===== config.mk =====
export PLATFORM = sky130hd
export DESIGN_NAME = brom_access_arbiter_flat
export DESIGN_NICKNAME = d
export VERILOG_FILES = /design/src/rtl/brom_pkg.sv /design/src/rtl/brom_access_arbiter_if.sv /design/src/rtl/brom_rr_grant.sv /design/src/rtl/brom_access_arbiter.sv /design/src/flat_wrapper.sv
export SDC_FILE = /design/constraint.sdc
export NUM_CORES = 1
export LEC_CHECK = 0
export CAP_MARGIN = 40
export CORE_ASPECT_RATIO = 1.4
export CORE_MARGIN = 3
export CORE_UTILIZATION = 43
export CTS_CLUSTER_SIZE = 10
export DETAILED_ROUTE_END_ITERATION = 16
export GPL_TIMING_DRIVEN = 1
export PLACE_DENSITY = 0.86
export SKIP_LAST_GASP = 1
export SYNTH_ARGS = -nofsm -noshare
export SYNTH_HDL_FRONTEND = slang
export SYNTH_SLANG_ARGS = --single-unit

===== constraint.sdc =====
create_clock -name i_clock -period 4.07 [get_ports i_clock]
set_input_delay 0.6105 -clock i_clock [delete_from_list [all_inputs] [get_ports i_clock]]
set_output_delay 0.6105 -clock i_clock [all_outputs]
set_load 0.05 [all_outputs]

===== src/rtl/brom_pkg.sv =====
// Shared definitions for the boot ROM access arbiter.
//   state_t     - FSM encoding (IDLE / READ / HOLD)
//   PORT_FETCH  - requester index of instruction fetch (port 0)
//   PORT_DATA   - requester index of the data load bus (port 1)
//   ROM_WORDS_DEFAULT, ADDR_WIDTH_DEFAULT - default ROM depth and address width
package brom_pkg;

  typedef enum logic [1:0] {
    IDLE = 2'd0,
    READ = 2'd1,
    HOLD = 2'd2
  } state_t;

  localparam logic PORT_FETCH = 1'b0;
  localparam logic PORT_DATA  = 1'b1;

  localparam int ROM_WORDS_DEFAULT  = 166;
  localparam int ADDR_WIDTH_DEFAULT = 32;

endpackage


===== src/rtl/brom_access_arbiter_if.sv =====
// Bundle of the two requester ports and the ROM port of the boot ROM arbiter.
//   slave  - arbiter side: takes requests/addresses/ROM data, drives ready/rdata/error/ROM enable+address
//   master - environment side (bus bridge and ROM): the mirror image
interface brom_access_arbiter_if #(
  parameter int ADDR_WIDTH = 32
);

  logic                  i_p0_request;
  logic [ADDR_WIDTH-1:0] i_p0_address;
  logic [31:0]           o_p0_rdata;
  logic                  o_p0_ready;
  logic                  i_p1_request;
  logic [ADDR_WIDTH-1:0] i_p1_address;
  logic [31:0]           o_p1_rdata;
  logic                  o_p1_ready;
  logic                  o_p1_error;
  logic                  o_rom_enable;
  logic [ADDR_WIDTH-1:0] o_rom_address;
  logic [31:0]           i_rom_rdata;

  modport slave (
    input  i_p0_request, i_p0_address, i_p1_request, i_p1_address, i_rom_rdata,
    output o_p0_rdata, o_p0_ready, o_p1_rdata, o_p1_ready, o_p1_error,
           o_rom_enable, o_rom_address
  );

  modport master (
    output i_p0_request, i_p0_address, i_p1_request, i_p1_address, i_rom_rdata,
    input  o_p0_rdata, o_p0_ready, o_p1_rdata, o_p1_ready, o_p1_error,
           o_rom_enable, o_rom_address
  );

endinterface


===== src/rtl/brom_rr_grant.sv =====
// Combinational two-way round-robin grant.
//   request[1:0] - pending requests of port 1 / port 0
//   last_grant   - port that won the previous arbitration
//   grant        - winning port (meaningful only when valid=1)
//   valid        - at least one port is requesting
// On a tie the port that did not win last time is chosen.
module brom_rr_grant (
  input  logic [1:0] request,
  input  logic       last_grant,
  output logic       grant,
  output logic       valid
);

  always_comb begin
    valid = |request;
    grant = 1'b0;
    if (&request) grant = ~last_grant;
    else          grant = request[1];
  end

endmodule


===== src/rtl/brom_access_arbiter.sv =====
// Shares the single-port boot ROM between instruction fetch (port 0) and the
// data load bus (port 1), sequencing the ROM's edge-triggered enable and
// returning the word over a four-phase request/ready handshake.
//   i_clock - system clock, rising edge
//   i_reset - asynchronous active-high reset
//   bus     - requester ports and ROM port (brom_access_arbiter_if.slave)
//
// state | meaning
// IDLE  | waiting for a request; grants and launches the ROM access
// READ  | ROM enable pulse done, capture ROM data and raise ready
// HOLD  | ready held until the winner drops its request
module brom_access_arbiter
  import brom_pkg::*;
#(
  parameter int ROM_WORDS  = ROM_WORDS_DEFAULT,
  parameter int ADDR_WIDTH = ADDR_WIDTH_DEFAULT
) (
  input  logic                  i_clock,
  input  logic                  i_reset,
  brom_access_arbiter_if.slave  bus
);

  localparam logic [ADDR_WIDTH-3:0] ROM_LIMIT = (ADDR_WIDTH-2)'(ROM_WORDS);

  state_t                state;
  logic                  last_grant;
  logic                  winner;
  logic                  grant;
  logic                  grant_valid;
  logic [ADDR_WIDTH-1:0] sel_address;
  logic [ADDR_WIDTH-1:0] word_address;
  logic                  in_range;
  logic                  winner_request;

  brom_rr_grant u_rr_grant (
    .request    ({bus.i_p1_request, bus.i_p0_request}),
    .last_grant (last_grant),
    .grant      (grant),
    .valid      (grant_valid)
  );

  assign sel_address    = (grant == PORT_DATA) ? bus.i_p1_address : bus.i_p0_address;
  assign word_address   = sel_address & ~ADDR_WIDTH'(3);
  assign in_range       = word_address[ADDR_WIDTH-1:2] < ROM_LIMIT;
  assign winner_request = (winner == PORT_DATA) ? bus.i_p1_request : bus.i_p0_request;

  always_ff @(posedge i_clock or posedge i_reset) begin
    if (i_reset) begin
      state             <= IDLE;
      last_grant        <= PORT_DATA;
      winner            <= PORT_FETCH;
      bus.o_p0_rdata    <= '0;
      bus.o_p0_ready    <= 1'b0;
      bus.o_p1_rdata    <= '0;
      bus.o_p1_ready    <= 1'b0;
      bus.o_p1_error    <= 1'b0;
      bus.o_rom_enable  <= 1'b0;
      bus.o_rom_address <= '0;
    end else begin
      case (state)
        IDLE: begin
          if (grant_valid) begin
            winner            <= grant;
            last_grant        <= grant;
            bus.o_rom_address <= word_address;
            if (in_range) begin
              bus.o_rom_enable <= 1'b1;
              state            <= READ;
            end else begin
              // Out-of-range: answer immediately with zero data, no ROM cycle.
              if (grant == PORT_DATA) begin
                bus.o_p1_rdata <= '0;
                bus.o_p1_ready <= 1'b1;
                bus.o_p1_error <= 1'b1;
              end else begin
                bus.o_p0_rdata <= '0;
                bus.o_p0_ready <= 1'b1;
              end
              state <= HOLD;
            end
          end
        end
        READ: begin
          bus.o_rom_enable <= 1'b0;
          if (winner == PORT_DATA) begin
            bus.o_p1_rdata <= bus.i_rom_rdata;
            bus.o_p1_ready <= 1'b1;
          end else begin
            bus.o_p0_rdata <= bus.i_rom_rdata;
            bus.o_p0_ready <= 1'b1;
          end
          state <= HOLD;
        end
        HOLD: begin
          bus.o_p1_error <= 1'b0;
          if (!winner_request) begin
            if (winner == PORT_DATA) bus.o_p1_ready <= 1'b0;
            else                     bus.o_p0_ready <= 1'b0;
            state <= IDLE;
          end
        end
        default: state <= IDLE;
      endcase
    end
  end

endmodule

===== src/flat_wrapper.sv =====
// flat-port wrapper written by rule: the top's interface ports become plain ports
module brom_access_arbiter_flat import brom_pkg::*;
#(
  parameter int ROM_WORDS  = ROM_WORDS_DEFAULT,
  parameter int ADDR_WIDTH = ADDR_WIDTH_DEFAULT
)
  (i_clock, i_reset, bus_i_p0_request, bus_i_p0_address, bus_i_p1_request, bus_i_p1_address, bus_i_rom_rdata, bus_o_p0_rdata, bus_o_p0_ready, bus_o_p1_rdata, bus_o_p1_ready, bus_o_p1_error, bus_o_rom_enable, bus_o_rom_address);
  brom_access_arbiter_if #(.ADDR_WIDTH(ADDR_WIDTH)) bus_i ();
  input  logic i_clock;
  input  logic i_reset;
  input wire logic [$bits(bus_i.i_p0_request)-1:0] bus_i_p0_request;
  input wire logic [$bits(bus_i.i_p0_address)-1:0] bus_i_p0_address;
  input wire logic [$bits(bus_i.i_p1_request)-1:0] bus_i_p1_request;
  input wire logic [$bits(bus_i.i_p1_address)-1:0] bus_i_p1_address;
  input wire logic [$bits(bus_i.i_rom_rdata)-1:0] bus_i_rom_rdata;
  output wire logic [$bits(bus_i.o_p0_rdata)-1:0] bus_o_p0_rdata;
  output wire logic [$bits(bus_i.o_p0_ready)-1:0] bus_o_p0_ready;
  output wire logic [$bits(bus_i.o_p1_rdata)-1:0] bus_o_p1_rdata;
  output wire logic [$bits(bus_i.o_p1_ready)-1:0] bus_o_p1_ready;
  output wire logic [$bits(bus_i.o_p1_error)-1:0] bus_o_p1_error;
  output wire logic [$bits(bus_i.o_rom_enable)-1:0] bus_o_rom_enable;
  output wire logic [$bits(bus_i.o_rom_address)-1:0] bus_o_rom_address;
  assign bus_i.i_p0_request = bus_i_p0_request;
  assign bus_i.i_p0_address = bus_i_p0_address;
  assign bus_i.i_p1_request = bus_i_p1_request;
  assign bus_i.i_p1_address = bus_i_p1_address;
  assign bus_i.i_rom_rdata = bus_i_rom_rdata;
  assign bus_o_p0_rdata = bus_i.o_p0_rdata;
  assign bus_o_p0_ready = bus_i.o_p0_ready;
  assign bus_o_p1_rdata = bus_i.o_p1_rdata;
  assign bus_o_p1_ready = bus_i.o_p1_ready;
  assign bus_o_p1_error = bus_i.o_p1_error;
  assign bus_o_rom_enable = bus_i.o_rom_enable;
  assign bus_o_rom_address = bus_i.o_rom_address;
  brom_access_arbiter #(.ROM_WORDS(ROM_WORDS), .ADDR_WIDTH(ADDR_WIDTH)) u_core (.i_clock(i_clock), .i_reset(i_reset), .bus(bus_i));
endmodule

After elaboration in Yosys (flattened, before gate mapping)
Index checks and enable logic that the tools add are counted.
Operators by class
  reductions and logical operators: 14
  div/mod/pow operators: 0
  mux-type cells: 35
  equal/unequal tests: 12
  multipliers: 0
  $add $sub $neg: 0
  shift operators: 0
  bitwise gates (word level): 1
  magnitude comparators: 1
Operators with widths (number)
  $mux 32: 9
  $pmux 32 s2: 2
  $lt 30x8->1 const B: 1
  $mux 1: 16
  $reduce_and 7->1: 2
  $ne 2x1->1 const B: 5
  $ne 2x2->1 const B: 5
  $reduce_and 5->1: 2
  $mux 2: 3
  $pmux 1 s3: 2
  $pmux 2 s3: 1
  $reduce_and 2->1: 3
  $pmux 1 s2: 2
  $reduce_and 4->1: 1
  $reduce_bool 2->1: 2
  $reduce_and 3->1: 1
  $reduce_bool 3->1: 1
  $eq 2x1->1 const B: 1
  $eq 2x2->1 const B: 1
  $logic_not 2->1: 1
  $reduce_or 2->1: 1
  $not 1->1: 1
Storage, ports and cells
  output and inout bits: 100
  flip-flop bits (word level): 102
  logic and storage cells: 73
  input port bits: 100
  memory bits (writable): 0
  memories: 0
  latch bits: 0
  memory bits (read-only): 0

Logic depth before layout (Yosys ltp)
Gate-level depths: netlist of the first run.
  depth after elaboration: 7
  gate-level depth with buffers: 9
  gate-level depth less buffers: 5

Hierarchy
From an unflattened synthesis of the first run, not the netlist that was laid out.
Unflattened totals
  cells, all modules: 463
  area total of the unflattened synthesis: 4928.5 µm²
By module, submodules not included
  brom_access_arbiter: sequential area each 2553.7 µm², cells an instance 461, times used 1, area an instance 4914.7 µm²
  brom_rr_grant: sequential area each 0.0 µm², cells an instance 2, times used 1, area an instance 13.8 µm²

Worst setup path after synthesis of the first run
No wires, ideal clock.
  path type: in2reg
  start: input port bus_i_p1_request
  end: register u_core.state[1]
  library setup time: 0.123 ns
  stages: 8
  arrival: 1.808 ns
  setup slack: 2.139 ns
  path buffers: 3
  data required time: 3.947 ns
  cell sequence: buf_2 > a21boi_1 > buf_4 > and2_1 > a21oi_2 > o21ai_2 > buf_6 > o221a_1
On the way
  longest elaborated chain between the ends: 7
  elaborated cells on any way between the ends: 12
  classes of those cells: 1 x order compare; 2 x eq/ne; 6 x mux; 3 x reduce/logical
Ends and longest elaborated chain
  from (decl): RTL line flat_wrapper.sv:13  | input wire logic [$bits(bus_i.i_p1_request)-1:0] bus_i_p1_request;
  $reduce_and 2->1: RTL line brom_rr_grant.sv:17  | if (&request) grant = ~last_grant;
  $mux 1: RTL line brom_rr_grant.sv:17
  $mux 32: RTL line brom_access_arbiter.sv:42  | assign sel_address = (grant == PORT_DATA) ? bus.i_p1_address : bus.i_p0_address;
  $lt 30x8->1: RTL line brom_access_arbiter.sv:44  | assign in_range = word_address[ADDR_WIDTH-1:2] < ROM_LIMIT;
  $mux 2: RTL line brom_access_arbiter.sv:66  | if (in_range) begin
  $mux 2: RTL line brom_access_arbiter.sv:62  | if (grant_valid) begin
  $pmux 2 s3: RTL line brom_access_arbiter.sv:60  | case (state)
  to (signal assigned): RTL line brom_access_arbiter.sv:49  | state <= IDLE;
  to (signal assigned): RTL line brom_access_arbiter.sv:68  | state <= READ;
  to (signal assigned): RTL line brom_access_arbiter.sv:79  | state <= HOLD;
  to (decl): RTL line brom_access_arbiter.sv:25  | state_t state;
Several ways; a longest one is shown, not always the timed one. The select of a mux whose other input is x is not followed.
A chain may end at the register's enable or synchronous reset.

Final worst setup path of the first run
  start: input port bus_i_p1_request
  end: register u_core.bus.o_p1_rdata[19]
On the way
  longest elaborated chain between the ends: 6
  elaborated cells on any way between the ends: 9
  classes of those cells: 1 x order compare; 3 x eq/ne; 2 x mux; 3 x reduce/logical
Ends and longest elaborated chain
  $reduce_and 2->1: RTL line brom_rr_grant.sv:17
  $mux 1: RTL line brom_rr_grant.sv:17
  $mux 32: RTL line brom_access_arbiter.sv:42
  $lt 30x8->1: RTL line brom_access_arbiter.sv:44
  $ne 2x2->1 (no source line)
  $reduce_and 5->1 (no source line) *
  to (signal assigned): RTL line brom_access_arbiter.sv:86  | bus.o_p1_rdata <= bus.i_rom_rdata;
  to (decl): RTL line brom_access_arbiter_if.sv:23  | output o_p0_rdata, o_p0_ready, o_p1_rdata, o_p1_ready, o_p1_error,
Every way passes the cells marked *; elsewhere a longest branch is shown, timed or not.

==> results_dict.tcl, run 1 <==
set metrics [dict create \
    status "finished, final reports clean" \
    vdd_ir_drop_max_uv 445 \
    finalSetupViolations 0 \
    syn_area_um2 4750 \
    rsz_0062_raised_after_global_routing "no" \
    power.switching_fraction_pct 38.9 \
    timing_worst_setup_path_type "primary input to flip-flop" \
    floorplan.die_area_um2 12400 \
    insertion_delay_ns 0.33 \
    post_cts.resized_instances 0 \
    power_frac_seq_pct 36.1 \
    root_buffer "clkbuf_16" \
    placement.cell_area_um2 6820 \
    dpl.cell_count 734 \
    synth_top_family_by_area "multiplexers" \
    number_of_buffers_inserted_during_clock_tree_synthesis 9 \
    worstPathRequired_ns 4.25 \
    final_cells 750 \
    timing.final.hold_violations 0 \
    firstDrtPassIters 5 \
    routed_wire_length_per_instance_um 17.8 \
    floorplan.die.height_um 130 \
    post_route_cells_drive_above_1_share_pct 7.84 \
    wire_length_of_the_first_global_routing_pass_um 20900 \
    layout_worst_path_cycle_share_pct 75.0 \
    yosysSeqAreaShare_pct 53.7 \
    fin_clk_skew_ns 0.00615 \
    grt_antenna_before_repair 0 \
    net_load_switching_power_mw 1.39 \
    clock_power_share_pct 25.7 \
    power_leakage_nw 3.16 \
    start_util_pct 45.0 \
    worst-endpoint-arrival_ns 3.23 \
    period_minus_slack_ns 3.05 \
    pwr_density_cell_nw_per_um2 500 \
    cts_sinks 102 \
    grt_pass1_vias 4240 \
    rows 44 \
    fillers 803 \
    finalSetupTns_ns 0 \
    p_int_mw 2.18 \
    vias_per_cell 5.44 \
    grt_max_degree 65 \
    remaining_drc_errors 0 \
    drt_first_iter_violations 118 \
    seq_area_um2 2550 \
    detailroute.via_count 4079 \
    fmax_ghz 0.328 \
    timing.max_cap.violations 0 \
    area.growth.synth_to_final_pct 50.3 \
    max-slew-margin-rel_pct 39.3 \
    fp.coreArea_um2 10600 \
    critical_path.startpoint_type "primary input" \
    design_power_total_mw 3.57 \
    area_share_of_fa_ha_maj_cells_after_synthesis_pct 0 \
    global_route.usage.total_pct 21.6 \
    compound_cell_area_share_of_the_yosys_netlist_pct 15.3 \
    layout_setup_ws_ns 1.02 \
    comb_power_share_pct 38.2 \
    htree_num_levels 3 \
    drt-total-wl_um 13400 \
    die_width_um 94.9 \
    finish.instance_area_um2 7150 \
    util_after_layout_pct 67.6 \
    drtAntennaViolNets 0 \
    yosysWarningCount 0 \
    synth-simple-area-share_pct 6.89 \
    synth_xor_area_share_pct 0 \
    postCtsHoldBufs 0 \
    ys_seq_elements 102 \
    global_route.overflow_total 0 \
    final.hold.worst_slack_ns 0.480 \
    dpl.hpwl_um 9980 \
    antenna_cells_inserted 0 \
    final_max_slew_viol_count 0 \
    postCtsSetupBuffers 0 \
    port_buffers 193 \
    synthDistinctLibCells 37 \
    critical_path.max_fanout 22 \
    tritoncts "yes" \
    endpoint_kind "flip-flop" \
    worstMarginPinSlew_ns 0.908 \
    synth_cells 430 \
    multi_input_area_um2 2030 \
    cts.path.max_buffers 2 \
    min_path_type "flip-flop to flip-flop" \
    post_synth.cell_area_avg_um2 11.1 \
    muxShareOfSynthArea_pct 19.6 \
    worst_setup_slack_after_placement_ns 0.656 \
    ios 200 \
    place.gp.congestion 0.910 \
    clk_pin_slew_worst_paths_ns 0.07 \
    final_net_count 707 \
]
state kept, by name (all words and copies together), names as in the netlist:
name and count:
u_core.bus.o_p1_error 1, u_core.last_grant 1, u_core.bus.o_rom_enable 1, u_core.bus.o_p0_rdata 32, u_core.state 2, u_core.bus.o_p1_ready 1, u_core.bus.o_rom_address 30, u_core.winner 1
u_core.bus.o_p1_rdata 32, u_core.bus.o_p0_ready 1
synthesized netlist by cell type:
cell type	number	share of area (%)
nor3_2	1	0.21
buf_6	2	0.47
and2_1	2	0.26
a21boi_1	2	0.32
nand3_1	1	0.11
mux2i_1	93	20
o221a_1	1	0.24
nand4_1	2	0.26
nand2b_1	2	0.26
a31oi_1	33	4.3
a211oi_1	1	0.16
o21ai_1	1	0.11
a21oi_1	28	2.9
nor2_2	2	0.26
nor4_1	10	1.3
inv_1	4	0.32
o21ai_0	33	3.5
a2111oi_0	1	0.18
buf_2	18	1.9
nand2_1	36	2.8
o31a_1	1	0.18
dfrtp_1	101	53
nor2b_1	1	0.13
o21ai_2	1	0.18
a41o_1	1	0.21
clkbuf_1	16	1.3
a211o_1	1	0.18
a21oi_2	11	2.0
o21a_1	2	0.32
nor3_1	1	0.11
a21o_1	2	0.32
o22ai_1	1	0.13
conb_1	1	0.079
or2_2	2	0.26
buf_4	3	0.47
nor2_1	11	0.87
dfstp_2	1	0.55
worst paths after layout:
kind                                                     startpoint                                        to  slack, ns  cells past startpoint
min in group asynchronous                                   i_reset      u_core.bus.o_p1_rdata[5]$_DFFE_PP0P_       0.58                      2
hold / removal             u_core.bus.o_rom_address[30]$_DFFE_PP0P_  u_core.bus.o_rom_address[30]$_DFFE_PP0P_       0.48                      2
setup reg to reg                      u_core.last_grant$_DFFE_PP1P_     u_core.bus.o_p0_rdata[19]$_DFFE_PP0P_       1.51                      7
hold reg to reg            u_core.bus.o_rom_address[30]$_DFFE_PP0P_  u_core.bus.o_rom_address[30]$_DFFE_PP0P_       0.48                      2
max in group asynchronous                                   i_reset      u_core.bus.o_p0_rdata[9]$_DFFE_PP0P_       2.58                      4
setup / recovery                                   bus_i_p1_request     u_core.bus.o_p1_rdata[19]$_DFFE_PP0P_       1.02                      7
worst max-delay path, cell delays in order:
cell	delay, ns
clkdlybuf4s50_1	0.68
a21boi_4	0.25
buf_4	0.26
buf_4	0.37
and2_1	0.52
buf_4	0.41
a21oi_1	0.11
cell type report:
class                           count  share of cell area (%)
Timing Repair Buffer              204                    28.6
Clock buffer                       10                    3.20
Multi-Input combinational cell    286                    28.4
Tap cell                          138                    2.42
Inverter                            4                   0.245
Sequential cell                   102                    35.7
Clock inverter                      6                    1.31
power groups by stage:
stage | registers (mW) | clock network, mW | logic [mW]
floorplan | 1.79 | 0 | 0.343
global placement | 1.30 | 0 | 1.35
detailed placement | 1.30 | 0 | 1.37
CTS | 1.29 | 0.936 | 1.38
global route | 1.31 | 0.981 | 1.45
finish | 1.29 | 0.919 | 1.37
logic make-up after synthesis:
kind of cell	Yosys count
AO/OA/AOI/OAI	120
multiplexers	93
other	1
buffers and inverters	43
flip-flops	102
AND/OR/NAND/NOR	71
placed cells by master (no fill, tap or decap), drive strengths merged:
master,netlist,final
clkdlybuf4s50,0,193
dfrtp,101,101
mux2i,93,93
a21oi,39,39
nand2,36,36
o21ai,35,35
a31oi,33,33
nor2,13,13
buf,23,11
nor4,10,10
clkbuf,16,10
inv,4,5
nand4,2,2
a21o,2,2
and2,2,2
nand2b,2,2
or2,2,2
o21a,2,2
conb,1,2
bufinv,0,2
clkinv,0,2
a21boi,2,2
nor3,2,2
nand3,1,1
a211o,1,1
a2111oi,1,1
nor2b,1,1
a41o,1,1
a211oi,1,1
o221a,1,1
o22ai,1,1
o31a,1,1
clkinvlp,0,1
dfstp,1,1
metal layers:
layer | track usage (%) | share of wire, % | vias up
met5 | 0 | 0 | -
met4 | 7.31 | 2.0 | 0
met3 | 8.25 | 8.5 | 17
met2 | 37.3 | 51 | 170
met1 | 24.6 | 38 | 1981
li1 | - | - | 1911
(Power assumes the default switching activity.)
==> run 2: changes to the inputs <==
clock period = 3.2 ns   (was 4.07 ns; I/O delays follow)
==> run 2 against run 1 <==
Count of clock-buffer cells in the layout up 1. Die area stayed put. Worst setup slack got worse by 0.10 ns. Final cell count rose by 0.40%. Critical path depth did not move. Register-to-register slack got worse by 0.41 ns. Sequential share of layout area shrank 0.33 points. Hold slack hardly changed. Final area up 0.93%. Flip-flop and latch count is the same. Combinational power up 28%. Critical path type unchanged.
==> results_dict.tcl, run 2 (synthesis results as in run 1) <==
set metrics [dict create \
    drt-total-wl_um 13300 \
    worstPathCellList "clkdlybuf4s50_1 -> nor4_1 -> nand4_1 -> nor3_1 -> o21ai_4 -> buf_12 -> a21oi_1" \
    min_path_type "flip-flop to flip-flop" \
    start_util_pct 45.0 \
    rows 44 \
    grt_max_degree 61 \
    global_route.usage.total_pct 22.1 \
    ios 200 \
    post_route_cells_drive_above_1_share_pct 8.29 \
    final_net_count 710 \
    number_of_buffers_inserted_during_clock_tree_synthesis 9 \
    crit_slowest_cell "clkdlybuf4s50_1" \
    worst-endpoint-arrival_ns 2.54 \
    multi_input_area_um2 2030 \
    detailroute.via_count 4037 \
    drtAntennaViolNets 0 \
    critical_path.top_delay_family "simple AND/OR/NAND/NOR gates" \
    drt_first_iter_violations 143 \
    final_cells 753 \
    htree_num_levels 3 \
    status "finished, final reports clean" \
    post_cts.resized_instances 0 \
    fp.coreArea_um2 10600 \
    worstMarginPinSlew_ns 0.690 \
    fmax_ghz 0.438 \
    wire_length_of_the_first_global_routing_pass_um 21200 \
    routed_wire_length_per_instance_um 17.6 \
    power_leakage_nw 3.19 \
    endpoint_kind "flip-flop" \
    layout_worst_path_cycle_share_pct 71.4 \
    floorplan.die_area_um2 12400 \
    vias_per_cell 5.36 \
    fin_clk_skew_ns 0.00715 \
    seq_area_um2 2550 \
    period_minus_slack_ns 2.28 \
    grt_pass1_vias 4300 \
    rsz_0062_raised_after_global_routing "no" \
    area.growth.synth_to_final_pct 51.7 \
    largest_registers "u_core.bus.o_p0_rdata (32), u_core.bus.o_p1_rdata (32), u_core.bus.o_rom_address (30)" \
    port_buffers 193 \
    finalSetupViolations 0 \
    critical_path.max_fanout 30 \
    timing_worst_setup_path_type "primary input to flip-flop" \
    insertion_delay_ns 0.34 \
    global_route.overflow_total 0 \
    cp_buf_inv_count 2 \
    finalSetupTns_ns 0 \
    firstDrtPassIters 4 \
    critical_path.startpoint_type "primary input" \
    cts.path.max_buffers 2 \
    timing.max_cap.violations 0 \
    worst_path_largest_cell_delay_ns 0.43 \
    postCtsSetupBuffers 0 \
    fillers 814 \
    vdd_ir_drop_max_uv 506 \
    clk_pin_slew_worst_paths_ns 0.07 \
    place.gp.congestion 0.883 \
    postCtsHoldBufs 0 \
    floorplan.die.height_um 130 \
    dpl.cell_count 737 \
    die_width_um 94.9 \
    timing.final.hold_violations 0 \
    grt_antenna_before_repair 0 \
    final_max_slew_viol_count 0 \
    pwr_density_cell_nw_per_um2 634 \
    antenna_cells_inserted 0 \
    max-slew-margin-rel_pct 53.8 \
    dpl.hpwl_um 9880 \
    worstPathRequired_ns 3.45 \
    layout_commonest_cell "clkdlybuf4s50_1" \
    tritoncts "yes" \
    remaining_drc_errors 0 \
    root_buffer "clkbuf_16" \
    cts_sinks 102 \
    most-common-layout-cells "193 x clkdlybuf4s50_1, 101 x dfrtp_1, 93 x mux2i_1" \
]
[run 2: changes by cell type in the layout (fill, tap and decap cells not counted), sizes merged]
cell / before / now
clkinv: 2 / 1
clkbuf: 10 / 11
buf: 11 / 14
[run 2: where the power goes]
| group | internal, mW | switching (mW) | total (mW) |
|---|---|---|---|
| logic | 0.613 | 1.15 | 1.76 |
| clock network | 0.708 | 0.471 | 1.18 |
| registers | 1.49 | 0.141 | 1.63 |
[run 2: final cells by class]
cell class	instances	share of cell area, %
Clock buffer	11	3.37
Clock inverter	5	1.13
Inverter	4	0.243
Multi-Input combinational cell	286	28.2
Sequential cell	102	35.4
Tap cell	138	2.39
Timing Repair Buffer	207	29.3
[run 2: metal layers]
| layer | vias to the layer above | global-route usage, % | wire length (um) |
|---|---|---|---|
| met1 | 1914 | 24.6 | 4840 |
| li1 | 1922 | - | - |
| met3 | 28 | 7.27 | 1210 |
| met4 | 0 | 9.18 | 382 |
| met2 | 173 | 38.6 | 6840 |
| met5 | - | 0 | 0 |
[run 2: worst min-delay path, delay by kind of cell (launching register included)]
family | cells | cell delay, ns
simple gates | 1 | 0.05
flops | 1 | 0.34
compound gates | 1 | 0.06
[run 2: final timing paths]
| kind | slack (ns) | startpoint | depth (start not counted) | to |
|---|---|---|---|---|
| hold / removal | 0.48 | u_core.bus.o_rom_address[25]$_DFFE_PP0P_ | 2 | u_core.bus.o_rom_address[25]$_DFFE_PP0P_ |
| min in group asynchronous | 0.57 | i_reset | 2 | u_core.bus.o_p1_rdata[5]$_DFFE_PP0P_ |
| setup / recovery | 0.92 | bus_i_p0_address[22] | 7 | u_core.bus.o_p1_rdata[26]$_DFFE_PP0P_ |
| max in group asynchronous | 1.91 | i_reset | 3 | u_core.bus.o_p1_rdata[18]$_DFFE_PP0P_ |
| hold reg to reg | 0.48 | u_core.bus.o_rom_address[25]$_DFFE_PP0P_ | 2 | u_core.bus.o_rom_address[25]$_DFFE_PP0P_ |
| setup reg to reg | 1.10 | u_core.state[1]$_DFFE_PP0P_ | 5 | u_core.bus.o_p1_rdata[14]$_DFFE_PP0P_ |
[run 2: per-stage QoR]
step / cell area (um^2) / power, mW / hold WS, ns / setup WS, ns / utilization [%]
floorplan: 4760 / 2.71 / 0.511 / 0.0462 / -
global placement: 6890 / 3.39 / 0.459 / 0.638 / 65.2
detailed placement: 6890 / 3.42 / 0.469 / 0.575 / 65.2
CTS: 7210 / 4.60 / 0.484 / 0.940 / 68.2
global route: 7210 / 4.78 / 0.511 / 0.798 / 68.2
finish: 7210 / 4.57 / 0.480 / 0.917 / 68.2
==> run 3: changes to the inputs <==
CORE_UTILIZATION = 39   (was 43)
PLACE_DENSITY = 0.82   (was 0.86)
clock period = 2 ns   (was 3.2 ns; I/O delays follow)
==> run 3 against run 2 <==
Non-clock buffer count increased by 14. First-iteration DRC count decreased by 4.9%. Critical path depth decreased by 6. Via count increased by 2.5%. Clock skew decreased by 0.00092 ns. Flip-flop and latch count unchanged. Clock power increased by 54%. Final cell count increased by 3.1%. Global-route usage decreased by 1.8 points. Count of clock-buffer cells in the layout decreased by 1. Largest power group unchanged.
==> results_dict.tcl, run 3 (synthesis results as in run 1) <==
set metrics [dict create \
    power_frac_seq_pct 35.8 \
    multi_input_area_um2 2030 \
    firstDrtPassIters 5 \
    worstPathRequired_ns 1.70 \
    root_buffer "clkbuf_16" \
    most-common-layout-cells "193 x clkdlybuf4s50_1, 101 x dfrtp_1, 93 x mux2i_1" \
    final_net_count 724 \
    min_path_type "primary input to asynchronous set/reset pin" \
    crit_slowest_cell "clkdlybuf4s50_1" \
    timing.max_cap.violations 0 \
    critical_path.max_fanout 4 \
    p_int_mw 4.50 \
    largest_registers "u_core.bus.o_p0_rdata (32), u_core.bus.o_p1_rdata (32), u_core.bus.o_rom_address (30)" \
    clk_pin_slew_worst_paths_ns 0.07 \
    critical_path.top_delay_family "buffers and inverters" \
    comb_power_share_pct 39.3 \
    finalSetupViolations 0 \
    htree_num_levels 3 \
    cts.path.max_buffers 2 \
    tritoncts "yes" \
    floorplan.die_area_um2 13600 \
    timing.final.hold_violations 0 \
    number_of_buffers_inserted_during_clock_tree_synthesis 9 \
    fillers 963 \
    status "finished, final reports clean" \
    global_route.overflow_total 0 \
    vias_per_cell 5.33 \
    worst_path_largest_cell_delay_ns 0.84 \
    die_width_um 99.3 \
    worst-endpoint-arrival_ns 1.58 \
    insertion_delay_ns 0.34 \
    power_leakage_nw 3.25 \
    dpl.cell_count 760 \
    grt_antenna_before_repair 0 \
    grt_pass1_vias 4359 \
    antenna_cells_inserted 0 \
    rows 47 \
    postCtsSetupBuffers 0 \
    finalSetupTns_ns 0 \
    layout_worst_path_cycle_share_pct 94.1 \
    final_max_slew_viol_count 0 \
    drtAntennaViolNets 0 \
    grt_max_degree 57 \
    seq_area_um2 2550 \
    post_cts.resized_instances 0 \
    routed_wire_length_per_instance_um 17.5 \
    worstPathCellList "clkdlybuf4s50_1" \
    net_load_switching_power_mw 2.81 \
    fin_clk_skew_ns 0.00623 \
    layout_commonest_cell "clkdlybuf4s50_1" \
    timing_worst_setup_path_type "flip-flop to primary output" \
    worst_setup_slack_after_placement_ns -0.191 \
    cp_buf_inv_count 1 \
    layout_setup_ws_ns 0.119 \
    drt_first_iter_violations 136 \
    rsz_0062_raised_after_global_routing "no" \
    ios 200 \
    floorplan.die.height_um 137 \
    global_route.usage.total_pct 20.3 \
    port_buffers 193 \
    start_util_pct 40.0 \
    postCtsHoldBufs 0 \
    pwr_density_cell_nw_per_um2 998 \
    area.growth.synth_to_final_pct 54.0 \
    critical_path.startpoint_type "flip-flop" \
    fmax_ghz 0.532 \
    final_cells 776 \
    remaining_drc_errors 0 \
    clock_power_share_pct 24.9 \
    post_route_cells_drive_above_1_share_pct 10.3 \
    vdd_ir_drop_max_uv 806 \
    drt-total-wl_um 13600 \
    worstMarginPinSlew_ns 0.558 \
    period_minus_slack_ns 1.88 \
    endpoint_kind "primary output" \
    detailroute.via_count 4137 \
    place.gp.congestion 0.881 \
    fp.coreArea_um2 11900 \
    dpl.hpwl_um 10300 \
    wire_length_of_the_first_global_routing_pass_um 21900 \
    power.switching_fraction_pct 38.4 \
    cts_sinks 102 \
    max-slew-margin-rel_pct 62.7 \
]
## run 3: cell count changes in the layout (fill, tap and decap cells not counted)
| cell | delta |
|---|---|
| clkinvlp_4 | +1 |
| clkinv_4 | +1 |
| clkbuf_8 | -1 |
| inv_6 | -1 |
| clkinv_2 | +1 |
| inv_4 | -1 |
| buf_4 | +14 |
## run 3: metal layers
metal / track usage [%] / wire, um / vias to the layer above
li1: - / - / 1936
met1: 22.1 / 4990 / 2012
met2: 36.9 / 7150 / 173
met3: 5.86 / 1210 / 16
met4: 7.52 / 260 / 0
met5: 0 / 0 / -
## run 3: path summary, 6_finish.rpt
| path | to | cells past startpoint | slack, ns | from |
|---|---|---|---|---|
| setup / recovery | bus_o_p1_ready | 1 | 0.12 | u_core.bus.o_p1_ready$_DFFE_PP0P_ |
| hold / removal | u_core.bus.o_p1_rdata[14]$_DFFE_PP0P_ | 2 | 0.26 | i_reset |
| setup reg to reg | u_core.bus.o_p0_rdata[11]$_DFFE_PP0P_ | 7 | 0.18 | u_core.last_grant$_DFFE_PP1P_ |
| hold reg to reg | u_core.bus.o_rom_address[27]$_DFFE_PP0P_ | 2 | 0.48 | u_core.bus.o_rom_address[27]$_DFFE_PP0P_ |
| max in group asynchronous | u_core.bus.o_p0_rdata[3]$_DFFE_PP0P_ | 3 | 1.18 | i_reset |
| min in group i_clock | u_core.bus.o_rom_address[27]$_DFFE_PP0P_ | 2 | 0.48 | u_core.bus.o_rom_address[27]$_DFFE_PP0P_ |
## run 3: area by class of cell
type | instances | share of cell area [%]
sequential | 102 | 34.9
timing repair buffer | 221 | 30.3
multi-input combinational | 286 | 27.8
clock buffer | 10 | 3.13
tap | 147 | 2.51
clock inverter | 6 | 1.18
inverter | 4 | 0.256
## run 3: stage by stage
stage | hold WS (ns) | area [um^2] | total power [mW] | util [%]
5_1_grt | 0.268 | 7320 | 7.64 | 61.6
3_3_place_gp | 0.464 | 7010 | 5.48 | 59.0
4_1_cts | 0.254 | 7320 | 7.37 | 61.6
6_report | 0.260 | 7320 | 7.30 | 61.6
2_1_floorplan | 0.363 | 4760 | 4.34 | -
3_5_place_dp | 0.467 | 7010 | 5.52 | 59.0
## run 3: power groups by stage
stage | Sequential [mW] | Clock, mW | Combinational, mW
2_1_floorplan | 3.64 | 0 | 0.699
3_3_place_gp | 2.64 | 0 | 2.84
3_5_place_dp | 2.64 | 0 | 2.88
4_1_cts | 2.62 | 1.87 | 2.89
5_1_grt | 2.65 | 1.94 | 3.04
6_report | 2.61 | 1.82 | 2.87
